===== src/rtl/adder_pkg.sv =====
// Shared definitions for the wide adder sequencer: slice width and controller states.
package adder_pkg;
    localparam int SLICE_W = 16;

    typedef enum logic [1:0] {
        IDLE = 2'd0,
        RUN  = 2'd1,
        DONE = 2'd2
    } state_e;
endpackage


===== src/rtl/adder_16bit.sv =====
// Purely combinational 16-bit slice adder with carry in and carry out.
module adder_16bit
    import adder_pkg::*;
(
    input  logic [SLICE_W-1:0] a,
    input  logic [SLICE_W-1:0] b,
    input  logic               Cin,
    output logic [SLICE_W-1:0] y,
    output logic               Co
);

    assign {Co, y} = {1'b0, a} + {1'b0, b} + {{SLICE_W{1'b0}}, Cin};

endmodule


===== src/rtl/wide_add_sequencer.sv =====
// Serialises a WORDS*16-bit addition through one adder_16bit, LSB slice first,
// rippling the carry through a register and presenting the result on valid/ready.
module wide_add_sequencer
    import adder_pkg::*;
#(
    parameter  int WORDS = 4,
    localparam int W     = SLICE_W * WORDS
) (
    input  logic         clk,
    input  logic         rst,
    input  logic         in_valid,
    output logic         in_ready,
    input  logic [W-1:0] a,
    input  logic [W-1:0] b,
    input  logic         cin,
    output logic         out_valid,
    input  logic         out_ready,
    output logic [W-1:0] sum,
    output logic         cout,
    output logic         busy
);

    localparam int                IDX_W    = (WORDS > 1) ? $clog2(WORDS) : 1;
    localparam logic [IDX_W-1:0]  LAST_IDX = IDX_W'(WORDS - 1);

    state_e             state_q, state_d;
    logic [IDX_W-1:0]   idx_q, idx_d;
    logic               carry_q, carry_d;
    logic [W-1:0]       sum_q, sum_d;
    logic               cout_q, cout_d;
    logic [W-1:0]       a_q, b_q;
    logic               capture;

    logic [SLICE_W-1:0] a_sl, b_sl, y_sl;
    logic               co_sl;

    always_comb begin
        a_sl = '0;
        b_sl = '0;
        for (int i = 0; i < WORDS; i++) begin
            if (idx_q == IDX_W'(i)) begin
                a_sl = a_q[i*SLICE_W +: SLICE_W];
                b_sl = b_q[i*SLICE_W +: SLICE_W];
            end
        end
    end

    adder_16bit u_adder (
        .a   (a_sl),
        .b   (b_sl),
        .Cin (carry_q),
        .y   (y_sl),
        .Co  (co_sl)
    );

    always_comb begin
        state_d = state_q;
        idx_d   = idx_q;
        carry_d = carry_q;
        sum_d   = sum_q;
        cout_d  = cout_q;
        capture = 1'b0;
        case (state_q)
            IDLE: begin
                if (in_valid) begin
                    capture = 1'b1;
                    idx_d   = '0;
                    carry_d = cin;
                    sum_d   = '0;
                    state_d = RUN;
                end
            end
            RUN: begin
                for (int i = 0; i < WORDS; i++) begin
                    if (idx_q == IDX_W'(i)) begin
                        sum_d[i*SLICE_W +: SLICE_W] = y_sl;
                    end
                end
                carry_d = co_sl;
                if (idx_q == LAST_IDX) begin
                    cout_d  = co_sl;
                    idx_d   = '0;
                    state_d = DONE;
                end else begin
                    idx_d = idx_q + 1'b1;
                end
            end
            DONE: begin
                // Result is held until taken; re-acceptance waits for IDLE.
                if (out_ready) begin
                    state_d = IDLE;
                end
            end
            default: state_d = IDLE;
        endcase
    end

    always_ff @(posedge clk) begin
        if (rst) begin
            state_q <= IDLE;
            idx_q   <= '0;
            carry_q <= 1'b0;
            sum_q   <= '0;
            cout_q  <= 1'b0;
        end else begin
            state_q <= state_d;
            idx_q   <= idx_d;
            carry_q <= carry_d;
            sum_q   <= sum_d;
            cout_q  <= cout_d;
        end
    end

    // Operand registers only matter once captured, so they carry no reset.
    always_ff @(posedge clk) begin
        if (capture) begin
            a_q <= a;
            b_q <= b;
        end
    end

    assign in_ready  = (state_q == IDLE);
    assign out_valid = (state_q == DONE);
    assign busy      = (state_q != IDLE);
    assign sum       = sum_q;
    assign cout      = cout_q;

endmodule


===== config.mk =====
export PLATFORM = sky130hd
export DESIGN_NAME = wide_add_sequencer
export DESIGN_NICKNAME = d
export VERILOG_FILES = /design/src/rtl/adder_pkg.sv /design/src/rtl/adder_16bit.sv /design/src/rtl/wide_add_sequencer.sv
export SDC_FILE = /design/constraint.sdc
export NUM_CORES = 1
export LEC_CHECK = 0
export BUFFER_PORTS_ARGS = -buffer_cell sky130_fd_sc_hd__buf_2
export CAP_MARGIN = 20
export CORE_MARGIN = 3
export CORE_UTILIZATION = 30
export DETAILED_ROUTE_END_ITERATION = 10
export PLACE_DENSITY = 0.61
export SKIP_LAST_GASP = 1
export SLEW_MARGIN = 5
export SYNTH_ARGS = -nofsm -noshare
export SYNTH_HDL_FRONTEND = slang
export SYNTH_SLANG_ARGS = --single-unit

===== constraint.sdc =====
create_clock -name clk -period 4.16 [get_ports clk]
set_input_delay 0.416 -clock clk [delete_from_list [all_inputs] [get_ports clk]]
set_output_delay 0.416 -clock clk [all_outputs]
set_load 0.02 [all_outputs]

# Word-level counts from Yosys, hierarchy flattened
# Index checks and enable logic that the tools add are counted.
[op_classes] addsub=3 eq_ne=11 n_mux=25 n_reduce_logical=11
[ops] op="two-way mux 16 bit" count=12
[ops] op="one-hot mux 64 bit (2 select lines)" count=1
[ops] op="two-way mux 64 bit" count=1
[ops] op="adder 16 x 16 -> 17 bit" count=1
[ops] op="adder 17 x 1 -> 17 bit" count=1
[ops] op="AND reduction 3 bit" count=5
[ops] op="two-way mux 2 bit" count=5
[ops] op="inequality test 2 bit (second input constant)" count=5
[ops] op="equality test 2 bit (second input constant)" count=3
[ops] op="one-hot mux 2 bit (3 select lines)" count=1
[ops] op="equality test 2 x 1 -> 1 bit (second input constant)" count=2
[ops] op="zero test 2 bit" count=2
[ops] op="one-hot mux 2 bit (2 select lines)" count=1
[ops] op="AND reduction 2 bit" count=2
[ops] op="nonzero test 2 bit" count=2
[ops] op="two-way mux 1 bit" count=3
[ops] op="adder 2 x 1 -> 2 bit (second input constant)" count=1
[ops] op="inequality test 2 x 1 -> 1 bit (second input constant)" count=1
[ops] op="one-hot mux 1 bit (2 select lines)" count=1
[word_totals] register_bits=198 out_inout_bits=68 input_bits=133

# Longest topological paths before layout
# Gate-level depths: netlist of the first run.
[depth] ltp_word=9 mapped_depth=18

# Hierarchy
# A second synthesis of the first run with hierarchy kept.
[unflattened] cells_unflattened=607 area_unflattened_um2=8235.4
[by_module_without_submodules] mod="wide_add_sequencer" cells_each=510 area_per_inst_um2=7487.2 instances=1
[by_module_without_submodules] mod="adder_16bit" cells_each=97 area_per_inst_um2=748.2 instances=1

# Least setup slack after synthesis of the first run
# Ideal clock, no wire load.
[synth_path] kind="register -> register" from="register state_q[1]" to="register carry_q" synth_period_minus_slack_ns=4.332 path_stages_with_launch=8 path_buffers=1 arrival_ns=4.200 setup_slack_ns=-0.172 required_time_ns=4.028 path_cell_list="dfxtp_1 > clkbuf_1 > nor2_1 > nand2_1 > inv_1 > nor2_1 > a221oi_1 > a21oi_1"
[synth_via] elab_chain_len=3 elab_cells_between_ends=6 cone_classes="eq/ne (2); mux (1); reduce/logical (3)"
[synth_lines] item="from (decl)" line="wide_add_sequencer.sv:26" rtl="state_e state_q, state_d;"
[synth_lines] item="from (signal assigned)" line="wide_add_sequencer.sv:106" rtl="state_q <= state_d;"
[synth_lines] item="zero test 2 bit *"
[synth_lines] item="via in_ready" line="wide_add_sequencer.sv:12" rtl="output logic in_ready,"
[synth_lines] item="inequality test 2 bit (no source line) or nonzero test 2 bit (tied branches)"
[synth_lines] item="AND reduction 2 bit (no source line)"
[synth_lines] item="to (signal assigned)" line="wide_add_sequencer.sv:108" rtl="carry_q <= carry_d;"
[synth_lines] item="to (decl)" line="wide_add_sequencer.sv:28" rtl="logic carry_q, carry_d;"
# The timed path passes the listed nets; every way through them passes the cells marked *.
# A chain may end at the register's enable or synchronous reset.

# Final worst setup path of the first run
[layout_path] from="register idx_q[0]" to="register sum_q[26] (netlist: sum[26])"
[layout_via] elab_chain_len=9 elab_cells_between_ends=18 cone_classes="add/sub (2); eq/ne (4); mux (10); reduce/logical (2)"
[layout_lines] item="from (decl)" line="wide_add_sequencer.sv:27" rtl="logic [IDX_W-1:0] idx_q, idx_d;"
[layout_lines] item="from (signal assigned)" line="wide_add_sequencer.sv:107" rtl="idx_q <= idx_d;"
[layout_lines] item="zero test 2 bit" line="wide_add_sequencer.sv:41" rtl="if (idx_q == IDX_W'(i)) begin"
[layout_lines] item="two-way mux 16 bit (4 in a row)" line="wide_add_sequencer.sv:41"
[layout_lines] item="adder 16 x 16 -> 17 bit" line="adder_16bit.sv:12" rtl="assign {Co, y} = {1'b0, a} + {1'b0, b} + {{SLICE_W{1'b0}}, Cin};"
[layout_lines] item="adder 17 x 1 -> 17 bit" line="adder_16bit.sv:12"
[layout_lines] item="two-way mux 16 bit" line="wide_add_sequencer.sv:75" rtl="if (idx_q == IDX_W'(i)) begin"
[layout_lines] item="one-hot mux 64 bit (2 select lines)" line="wide_add_sequencer.sv:63" rtl="case (state_q)"
[layout_lines] item="to (signal assigned)" line="wide_add_sequencer.sv:109" rtl="sum_q <= sum_d;"
[layout_lines] item="to (decl)" line="wide_add_sequencer.sv:29" rtl="logic [W-1:0] sum_q, sum_d;"
# Several ways; a longest one is shown, not always the timed one. The select of a mux whose other input is x is not followed.

==> results of run 1 <==
through the flow:
| stage | utilization | std cells |
|---|---|---|
| finish | 0.383 | 1334 |
| global route | 0.383 | 1334 |
| CTS | 0.383 | 1334 |
| detailed placement | 0.361 | 1302 |
| global placement | 0.361 | 1302 |
| floorplan | - | 762 |
final cells by class:
| cell class | count | area (µm²) | share of cell area |
|---|---|---|---|
| Clock inverter | 15 | 176 | 0.0170 |
| Timing Repair Buffer | 210 | 1140 | 0.110 |
| Inverter | 13 | 52.6 | 0.00506 |
| Sequential cell | 198 | 5250 | 0.505 |
| Multi-Input combinational cell | 509 | 2880 | 0.277 |
| Clock buffer | 17 | 425 | 0.0410 |
| Tap cell | 372 | 465 | 0.0448 |
flip-flops by register name (all words and copies together), names as in the netlist:
name,flops
state_q,2
a_q,64
sum,64
cout,1
carry_q,1
b_q,64
idx_q,2
power by group through the flow:
stage                     combinational, mW  sequential (mW)  clock (mW)
after floorplan                       0.663             2.35           0
after global placement                 1.05             2.32           0
after detailed placement               1.05             2.32           0
after CTS                              1.06             2.27        1.72
after global routing                   1.17             2.28        1.80
final                                  1.05             2.27        1.69
worst paths after layout:
kind         slack (ns)  cells past startpoint             startpoint                   end
max                0.38                     16  idx_q[0]$_SDFFE_PP0P_  sum[26]$_SDFFE_PP0P_
min                0.14                      1                   a[7]      a_q[7]$_DFFE_PP_
max reg2reg        0.38                     16  idx_q[0]$_SDFFE_PP0P_  sum[26]$_SDFFE_PP0P_
min reg2reg        0.45                      2    sum[4]$_SDFFE_PP0P_   sum[4]$_SDFFE_PP0P_
cells in the final DEF (no fill, tap or decap), types with 8 or more instances in the layout:
master and instances:
dfxtp_1 70, nand2_1 122, clkbuf_16 17, a22o_1 20
inv_1 11, a22oi_1 8, edfxtp_1 128, mux2i_1 11
o21ai_0 48, a21o_1 8, ha_1 15, a21oi_1 97
nor2_1 92, nand3_1 12, buf_2 200
layer usage:
metal / routed length [µm] / vias up / GRT usage / share of wire
met4: 191 / 2 / 0.0321 / 0.0087
met1: 10500 / 2895 / 0.210 / 0.48
li1: - / 3114 / - / -
met5: 7 / - / 0 / 0.00032
met3: 1590 / 19 / 0.0380 / 0.073
met2: 9600 / 256 / 0.214 / 0.44
cell families after synthesis:
kind of cell | synth area share
simple gates | 0.128
compound gates | 0.161
flops | 0.630
mux | 0.0146
fa+ha+maj | 0.0334
buf+inv | 0.0255
xor+xnor | 0.00826
==> impl_metrics.csv, run 1 <==
group,metric,value,unit
routing,drc,0,
floorplan,core,27100,µm²
power,power_density,483,nW/µm²
setup_path,crit_path_frequent_cell,"a21oi_1",
floorplan,start_util,0.307,
setup_path,worstSetupStartpointType,"flip-flop",
place,place_ws,0.358,ns
timing,fin_skew,0.0126,ns
timing,fin_crit_sh,0.908,
grt,grt_use_total,0.144,
setup_path,cp_max_fo,29,
routing,dr.pass1.iters,5,
routing,wl,21800,µm
outcome,status,"complete, no violations",
final_layout,drive_gt1_frac,0.271,
synthesis,synthDistinctLibCells,56,
setup_path,crit_type,"flip-flop to flip-flop",
timing,fin_crit,3.78,ns
cts,tritoncts,"built",
cts,clk_pin_slew,0.08,ns
floorplan,num_io_pins,201,
setup_path,crit_slowest_cell,"xnor2_1",
grt,grt_overflow,0,
synthesis,syn-num-nets,916,
cts,insertion_delay,0.44,ns
place,port_buffers,200,
final_layout,antenna_cells,0,
synthesis,synth_top_area_cell,"edfxtp_1",
setup_path,crit_family,"compound AO/OA/AOI/OAI gates",
timing,whs,0.145,ns
timing,worstMarginPinSlew,0.943,ns
synthesis,synth_common_cells,"edfxtp_1, nand2_1, a21oi_1",
synthesis,synth_ff_type,"edfxtp_1",
synthesis,netlist_area,8330,µm²
power,p_clk_frac,0.336,
routing,vias,6286,
place,placed_area,9780,µm²
routing,vias_per_cell,4.71,
routing,drt-initial-drc-count,468,
cts,hold_buffers,0,
cts,cts_root_buf,"clkbuf_16",
job,drv_cap,0,
routing,postRouteAntennaNets,0,
setup_path,slowest_delay,0.51,ns
cts,cts.sinks,198,
setup_path,path_buf_inv,2,
final_layout,fin_area,10400,µm²
timing,hold_viol_final,0,
grt,grt_pass1_vias,5924,
power,peakVddDrop,0.196,mV
grt,grt_pass1_wl,33600,µm
timing,timing.fmax,265,MHz
power,power.switching,1.55,mW
worst_hold_path,hp-class,"input pin to flip-flop",
timing,final.setup.tns,0,ns
cts,htreeDepth,4,
timing,setup_violations,0,
timing,maxSlewViolCount,0,
floorplan,dieHeight,173,µm
synthesis,synth_top_area_frac,0.462,
final_layout,syn_to_final_growth,24.7,%
floorplan,die_w,173,µm
setup_path,critPathRequiredTime,4.54,ns
synthesis,synth_area_per_cell,10.9,µm²
synthesis,yosysWarnings,0,
floorplan,rows,60,
grt,grt_max_degree,131,
grt,antenna_found_initial,1,
power,power,5.01,mW
power,pwr-share-seq,0.453,
setup_path,cp_data_arrival_time,4.16,ns
final_layout,nets,1103,
cts,post-cts-setup-buffers,0,
power,comb_power_share,0.210,
final_layout,fillers,2678,
timing,timing.final.ws_setup,0.384,ns
timing,slew_headroom,0.370,
power,leakage,4.26,nW
synthesis,netlist_instances,762,
cts,clockBufferDepth,2,
timing,rsz0062_at_grt,"false",
setup_path,worstPathCellList,"inv_1 > ha_2 > buf_12 > nand2_1 > nor2_1 > a21oi_1 > nor2_1 > a21oi_1 > o21ai_0 > ha_1 > a21oi_1 > o21bai_2 > a31o_2 > a211o_1 > xnor2_1 > a22o_1",
synthesis,ys_seq_area_frac,0.630,
place,gp_congestion,0.852,
synthesis,synth_edf_count,128,
setup_path,end_kind,"flip-flop",
synthesis,async_reset_ff_frac,0,
cts,cts-buffers-inserted,17,
power,switching_share,0.309,
synthesis,yosysMostFrequentCell,"edfxtp_1",
cts,cts-resized-gates,0,
floorplan,dieArea,29800,µm²
routing,wl_per_cell,16.4,µm
power,p_int,3.46,mW
synthesis,synth-seq-cells,198,
synthesis,yosys-top-cells-area,"edfxtp_1, dfxtp_1, a21oi_1, nand2_1, nor2_1",
place,hpwl,16100,µm
Power figures use the tool's default switching activity.
==> inputs of run 2 (changes only) <==
Settings changed: CORE_UTILIZATION 30 to 48, PLACE_DENSITY 0.61 to 0.85.
==> run 2 against run 1 <==
Against the previous run: count of clock-buffer cells in the layout unchanged; utilization grew 22 points; critical path depth stayed put; combinational power hardly changed; first-iteration DRC count shrank 1.1%; power fell by 1.2%; sequential power is essentially flat; via count fell by 0.45%; global-route usage rose by 7.1 points; sequential share of layout area is 1.2 points higher; die area fell by 36%; largest power group unchanged.
==> impl_metrics.csv, run 2 (synthesized netlist as in run 1, its figures left out) <==
group,metric,value,unit
outcome,status,"complete, no violations",
setup_path,critPathRequiredTime,4.46,ns
place,port_buffers,200,
place,place_ws,0.381,ns
timing,fin_skew,0.00816,ns
floorplan,die_w,138,µm
cts,clockBufferDepth,2,
cts,cts.sinks,198,
timing,timing.fmax,267,MHz
routing,dr.pass1.iters,4,
place,dp.cells,1147,
routing,drc,0,
floorplan,dieArea,19000,µm²
floorplan,start_util,0.497,
grt,grt_overflow,0,
power,leakage,4.23,nW
grt,grt_use_met2,0.352,
setup_path,slowest_delay,0.43,ns
grt,met1_usage,0.285,
timing,worstMarginPinSlew,0.947,ns
worst_hold_path,hp-class,"input pin to flip-flop",
routing,vias,6258,
power,power_density,488,nW/µm²
setup_path,worstPathCellList,"inv_1 > ha_2 > buf_4 > nand2_1 > nor2_1 > a21oi_1 > nor2_1 > a21oi_1 > o21ai_0 > ha_1 > a21oi_1 > nor2_1 > a2111oi_4 > nand2_1 > mux2i_2 > o21ai_0",
cts,cts-resized-gates,0,
cts,post-cts-setup-buffers,0,
timing,setup_violations,0,
routing,postRouteAntennaNets,0,
setup_path,cp_max_fo,18,
routing,wl,20200,µm
final_layout,final_common_cell,"buf_2",
grt,grt_max_degree,98,
floorplan,core,16800,µm²
timing,fin_crit_sh,0.901,
cts,clk_pin_slew,0.07,ns
power,power,4.95,mW
setup_path,end_kind,"flip-flop",
setup_path,crit_type,"flip-flop to flip-flop",
power,p_int,3.50,mW
cts,tritoncts,"built",
timing,slew_headroom,0.368,
power,peakVddDrop,0.310,mV
floorplan,dieHeight,138,µm
setup_path,worstSetupStartpointType,"flip-flop",
grt,grt_pass1_wl,31000,µm
timing,maxSlewViolCount,0,
place,hpwl,14500,µm
power,p_clk_frac,0.331,
timing,timing.final.ws_setup,0.411,ns
timing,hold_viol_final,0,
final_layout,fin_util,0.605,
power,comb_power_share,0.210,
final_layout,final_cell_mix,"buf_2, edfxtp_1, nand2_1",
timing,final.setup.tns,0,ns
grt,top_usage_layer,"met2",
grt,antenna_found_initial,3,
place,gp_congestion,0.837,
routing,vias_per_cell,5.31,
grt,grt_pass1_vias,5986,
cts,hold_buffers,0,
setup_path,cp_data_arrival_time,4.05,ns
final_layout,fillers,1381,
final_layout,final_cells,1179,
cts,insertion_delay,0.43,ns
routing,drt-initial-drc-count,463,
routing,wl_per_cell,17.1,µm
timing,fin_crit,3.75,ns
cts,cts-buffers-inserted,17,
grt,use_met3,0.0592,
cts,htreeDepth,4,
power,pwr-share-seq,0.459,
grt,grt_use_total,0.214,
timing,rsz0062_at_grt,"false",
final_layout,nets,1100,
cts,cts_root_buf,"clkbuf_16",
setup_path,crit_slowest_cell,"ha_2",
final_layout,syn_to_final_growth,21.8,%
final_layout,antenna_cells,0,
floorplan,rows,47,
power,switching_share,0.294,
power,power.switching,1.45,mW
floorplan,num_io_pins,201,
job,drv_cap,0,
final_layout,drive_gt1_frac,0.270,
run 2: routing by layer:
layer  vias up  wire length, µm
li1       3103                -
met1      2886             8600
met2       240             9850
met3        23             1440
met4         6              221
met5         -               34
run 2: critical path, delay by kind of cell, from the launching register on:
family / cells / cell delay [ns]
flip-flops: 1 / 0.35
AO/OA/AOI/OAI: 6 / 1.16
AND/OR/NAND/NOR: 5 / 0.57
adder cells (fa/ha/maj): 2 / 0.80
multiplexers: 1 / 0.38
buffers and inverters: 2 / 0.35
run 2: power by group through the flow:
stage	combinational, mW	sequential [mW]	clock (mW)
6_report	1.04	2.27	1.64
5_1_grt	1.15	2.28	1.76
4_1_cts	1.02	2.27	1.67
3_5_place_dp	1.02	2.32	0
3_3_place_gp	0.997	2.31	0
2_1_floorplan	0.663	2.35	0
run 2: metrics by stage:
step / area (µm²) / hold slack [ns]
global placement: 9540 / 0.436
CTS: 10100 / 0.139
finish: 10100 / 0.152
floorplan: 8330 / 0.481
detailed placement: 9540 / 0.440
global route: 10100 / 0.128
run 2: area by class of cell:
| cell class | count | area [µm²] | share of cell area |
|---|---|---|---|
| clock buffers | 17 | 425 | 0.0419 |
| clock inverters | 15 | 164 | 0.0162 |
| inverters | 13 | 52.6 | 0.00518 |
| multi-input cells | 509 | 2890 | 0.285 |
| flip-flops and latches | 198 | 5250 | 0.517 |
| well taps | 220 | 275 | 0.0271 |
| repair buffers | 207 | 1090 | 0.108 |
run 2: final timing paths:
path	startpoint	end	slack (ns)	cells past startpoint
setup / recovery	idx_q[0]$_SDFFE_PP0P_	sum[31]$_SDFFE_PP0P_	0.41	16
hold / removal	a[10]	a_q[10]$_DFFE_PP_	0.15	1
setup reg to reg	idx_q[0]$_SDFFE_PP0P_	sum[31]$_SDFFE_PP0P_	0.41	16
hold reg to reg	sum[37]$_SDFFE_PP0P_	sum[37]$_SDFFE_PP0P_	0.45	2
==> inputs of run 3 (changes only) <==
==> constraint.sdc (replaced) <==
create_clock -name clk -period 4.16 [get_ports clk]
set_input_delay 1.248 -clock clk [delete_from_list [all_inputs] [get_ports clk]]
set_output_delay 1.248 -clock clk [all_outputs]
set_load 0.02 [all_outputs]
==> run 3 against run 2 <==
Against the previous run: final cell count up 0.25%; worst setup slack improved by 0.0067 ns; non-clock buffer count up 3; routed wire length decreased by 0.61%; clock skew up 0.0058 ns; critical endpoint is now sum[27]$_SDFFE_PP0P_; largest cell class unchanged; largest power group unchanged; highest routed layer unchanged.
==> impl_metrics.csv, run 3 (synthesized netlist as in run 1, its figures left out) <==
group,metric,value,unit
grt,grt_use_total,0.212,
routing,vias,6343,
setup_path,worstSetupStartpointType,"flip-flop",
power,leakage,4.21,nW
setup_path,cp_max_fo,25,
timing,rsz0062_at_grt,"false",
cts,cts_root_buf,"clkbuf_16",
power,power,4.82,mW
timing,fin_skew,0.0140,ns
cts,tritoncts,"built",
place,gp_congestion,0.876,
setup_path,crit_slowest_cell,"xnor2_1",
floorplan,dieArea,19000,µm²
grt,grt_pass1_vias,5950,
setup_path,worstPathCellList,"inv_1 > ha_2 > buf_4 > nand2_1 > nor2_1 > a21oi_1 > nor2_1 > a21oi_1 > o21ai_0 > ha_1 > a21oi_1 > nor2_1 > a2111oi_4 > nand2_1 > xnor2_1 > a22o_1",
setup_path,r2r-start,"idx_q[0]$_SDFFE_PP0P_",
routing,wl,20000,µm
grt,grt_max_degree,129,
power,comb_power_share,0.213,
timing,maxSlewViolCount,0,
cts,cts-buffers-inserted,17,
final_layout,syn_to_final_growth,21.5,%
timing,fin_crit_sh,0.900,
routing,wl_per_cell,16.9,µm
setup_path,slowest_delay,0.42,ns
final_layout,final_common_cell,"buf_2",
worst_hold_path,hp-class,"flip-flop to flip-flop",
final_layout,antenna_cells,0,
cts,clk_pin_slew,0.07,ns
job,drv_cap,0,
outcome,status,"complete, no violations",
place,dp.cells,1150,
final_layout,fin_util,0.604,
power,p_clk_frac,0.315,
power,p_int,3.37,mW
timing,timing.fmax,267,MHz
cts,htreeDepth,4,
cts,insertion_delay,0.44,ns
final_layout,final_cells,1182,
cts,post-cts-setup-buffers,0,
timing,whs,0.451,ns
final_layout,nets,1103,
floorplan,num_io_pins,201,
cts,clockBufferDepth,2,
worst_hold_path,hold_start,"sum[30]$_SDFFE_PP0P_",
timing,fin_crit,3.74,ns
power,peakVddDrop,0.303,mV
setup_path,crit_type,"flip-flop to flip-flop",
grt,antenna_found_initial,1,
timing,final.setup.tns,0,ns
timing,setup_violations,0,
power,power.switching,1.45,mW
routing,vias_per_cell,5.37,
place,port_buffers,200,
routing,dr.pass1.iters,5,
cts,hold_buffers,0,
power,power_density,477,nW/µm²
setup_path,critPathRequiredTime,4.53,ns
routing,postRouteAntennaNets,0,
setup_path,crit_start,"idx_q[0]$_SDFFE_PP0P_",
cts,cts.sinks,198,
floorplan,dieHeight,138,µm
timing,hold_viol_final,0,
final_layout,drive_gt1_frac,0.270,
place,hpwl,14600,µm
floorplan,start_util,0.497,
timing,slew_headroom,0.367,
grt,grt_pass1_wl,30800,µm
setup_path,end_kind,"flip-flop",
grt,grt_overflow,0,
floorplan,die_w,138,µm
power,switching_share,0.300,
cts,cts-resized-gates,0,
power,pwr-share-seq,0.471,
routing,drc,0,
timing,worstMarginPinSlew,0.948,ns
routing,drt-initial-drc-count,475,
final_layout,final_cell_mix,"buf_2, edfxtp_1, nand2_1",
setup_path,cp_data_arrival_time,4.11,ns
floorplan,core,16800,µm²
floorplan,rows,47,
==> run 3: cell count changes in the layout (fill, tap and decap cells not counted), moves of 2 or more <==
| cell | before | now |
|---|---|---|
| buf_4 | 4 | 7 |
| bufinv_16 | 2 | 0 |
| clkinvlp_4 | 1 | 3 |
| inv_6 | 6 | 4 |
==> run 3: area by class of cell <==
type,instances,area [µm²]
multi-input combinational,509,2880
sequential,198,5250
tap,220,275
fill,1370,6650
inverter,13,52.6
clock buffer,18,429
clock inverter,14,119
timing repair buffer,210,1110
==> run 3: final timing paths <==
path                                             end  slack [ns]  cells past startpoint
worst max-delay path            sum[27]$_SDFFE_PP0P_        0.42                     16
worst min-delay path            sum[30]$_SDFFE_PP0P_        0.45                      2
worst max register to register  sum[27]$_SDFFE_PP0P_        0.42                     16
worst min register to register  sum[30]$_SDFFE_PP0P_        0.45                      2
==> run 3: metrics by stage <==
stage | instance area, µm² | setup slack [ns]
after floorplan | 8330 | 0.379
after global placement | 9570 | 0.658
after detailed placement | 9570 | 0.541
after CTS | 10100 | 0.491
after global routing | 10100 | 0.194
final | 10100 | 0.418
==> run 3: per-layer routing <==
metal  share of wire  routed length (µm)  GRT usage  up-vias
li1                -                   -          -     3111
met1            0.42                8510      0.281     2964
met2            0.49                9750      0.350      241
met3           0.073                1460     0.0478       25
met4           0.015                 293     0.0648        2
met5         0.00065                  13          0        -
==> run 3: critical path, delay by kind of cell (launching register included) <==
kind	cells	cell delay, ns
AND/OR/NAND/NOR	5	0.57
AO/OA/AOI/OAI	6	1.29
flip-flops	1	0.36
adder cells (fa/ha/maj)	2	0.61
XOR/XNOR	1	0.42
buffers and inverters	2	0.41
==> run 3: power by group through the flow <==
stage          logic [mW]  clock network, mW  registers [mW]
6_report             1.03               1.52            2.27
5_1_grt              1.13               1.63            2.28
4_1_cts              1.02               1.55            2.27
3_5_place_dp         1.02                  0            2.32
3_3_place_gp        0.996                  0            2.31
2_1_floorplan       0.663                  0            2.35
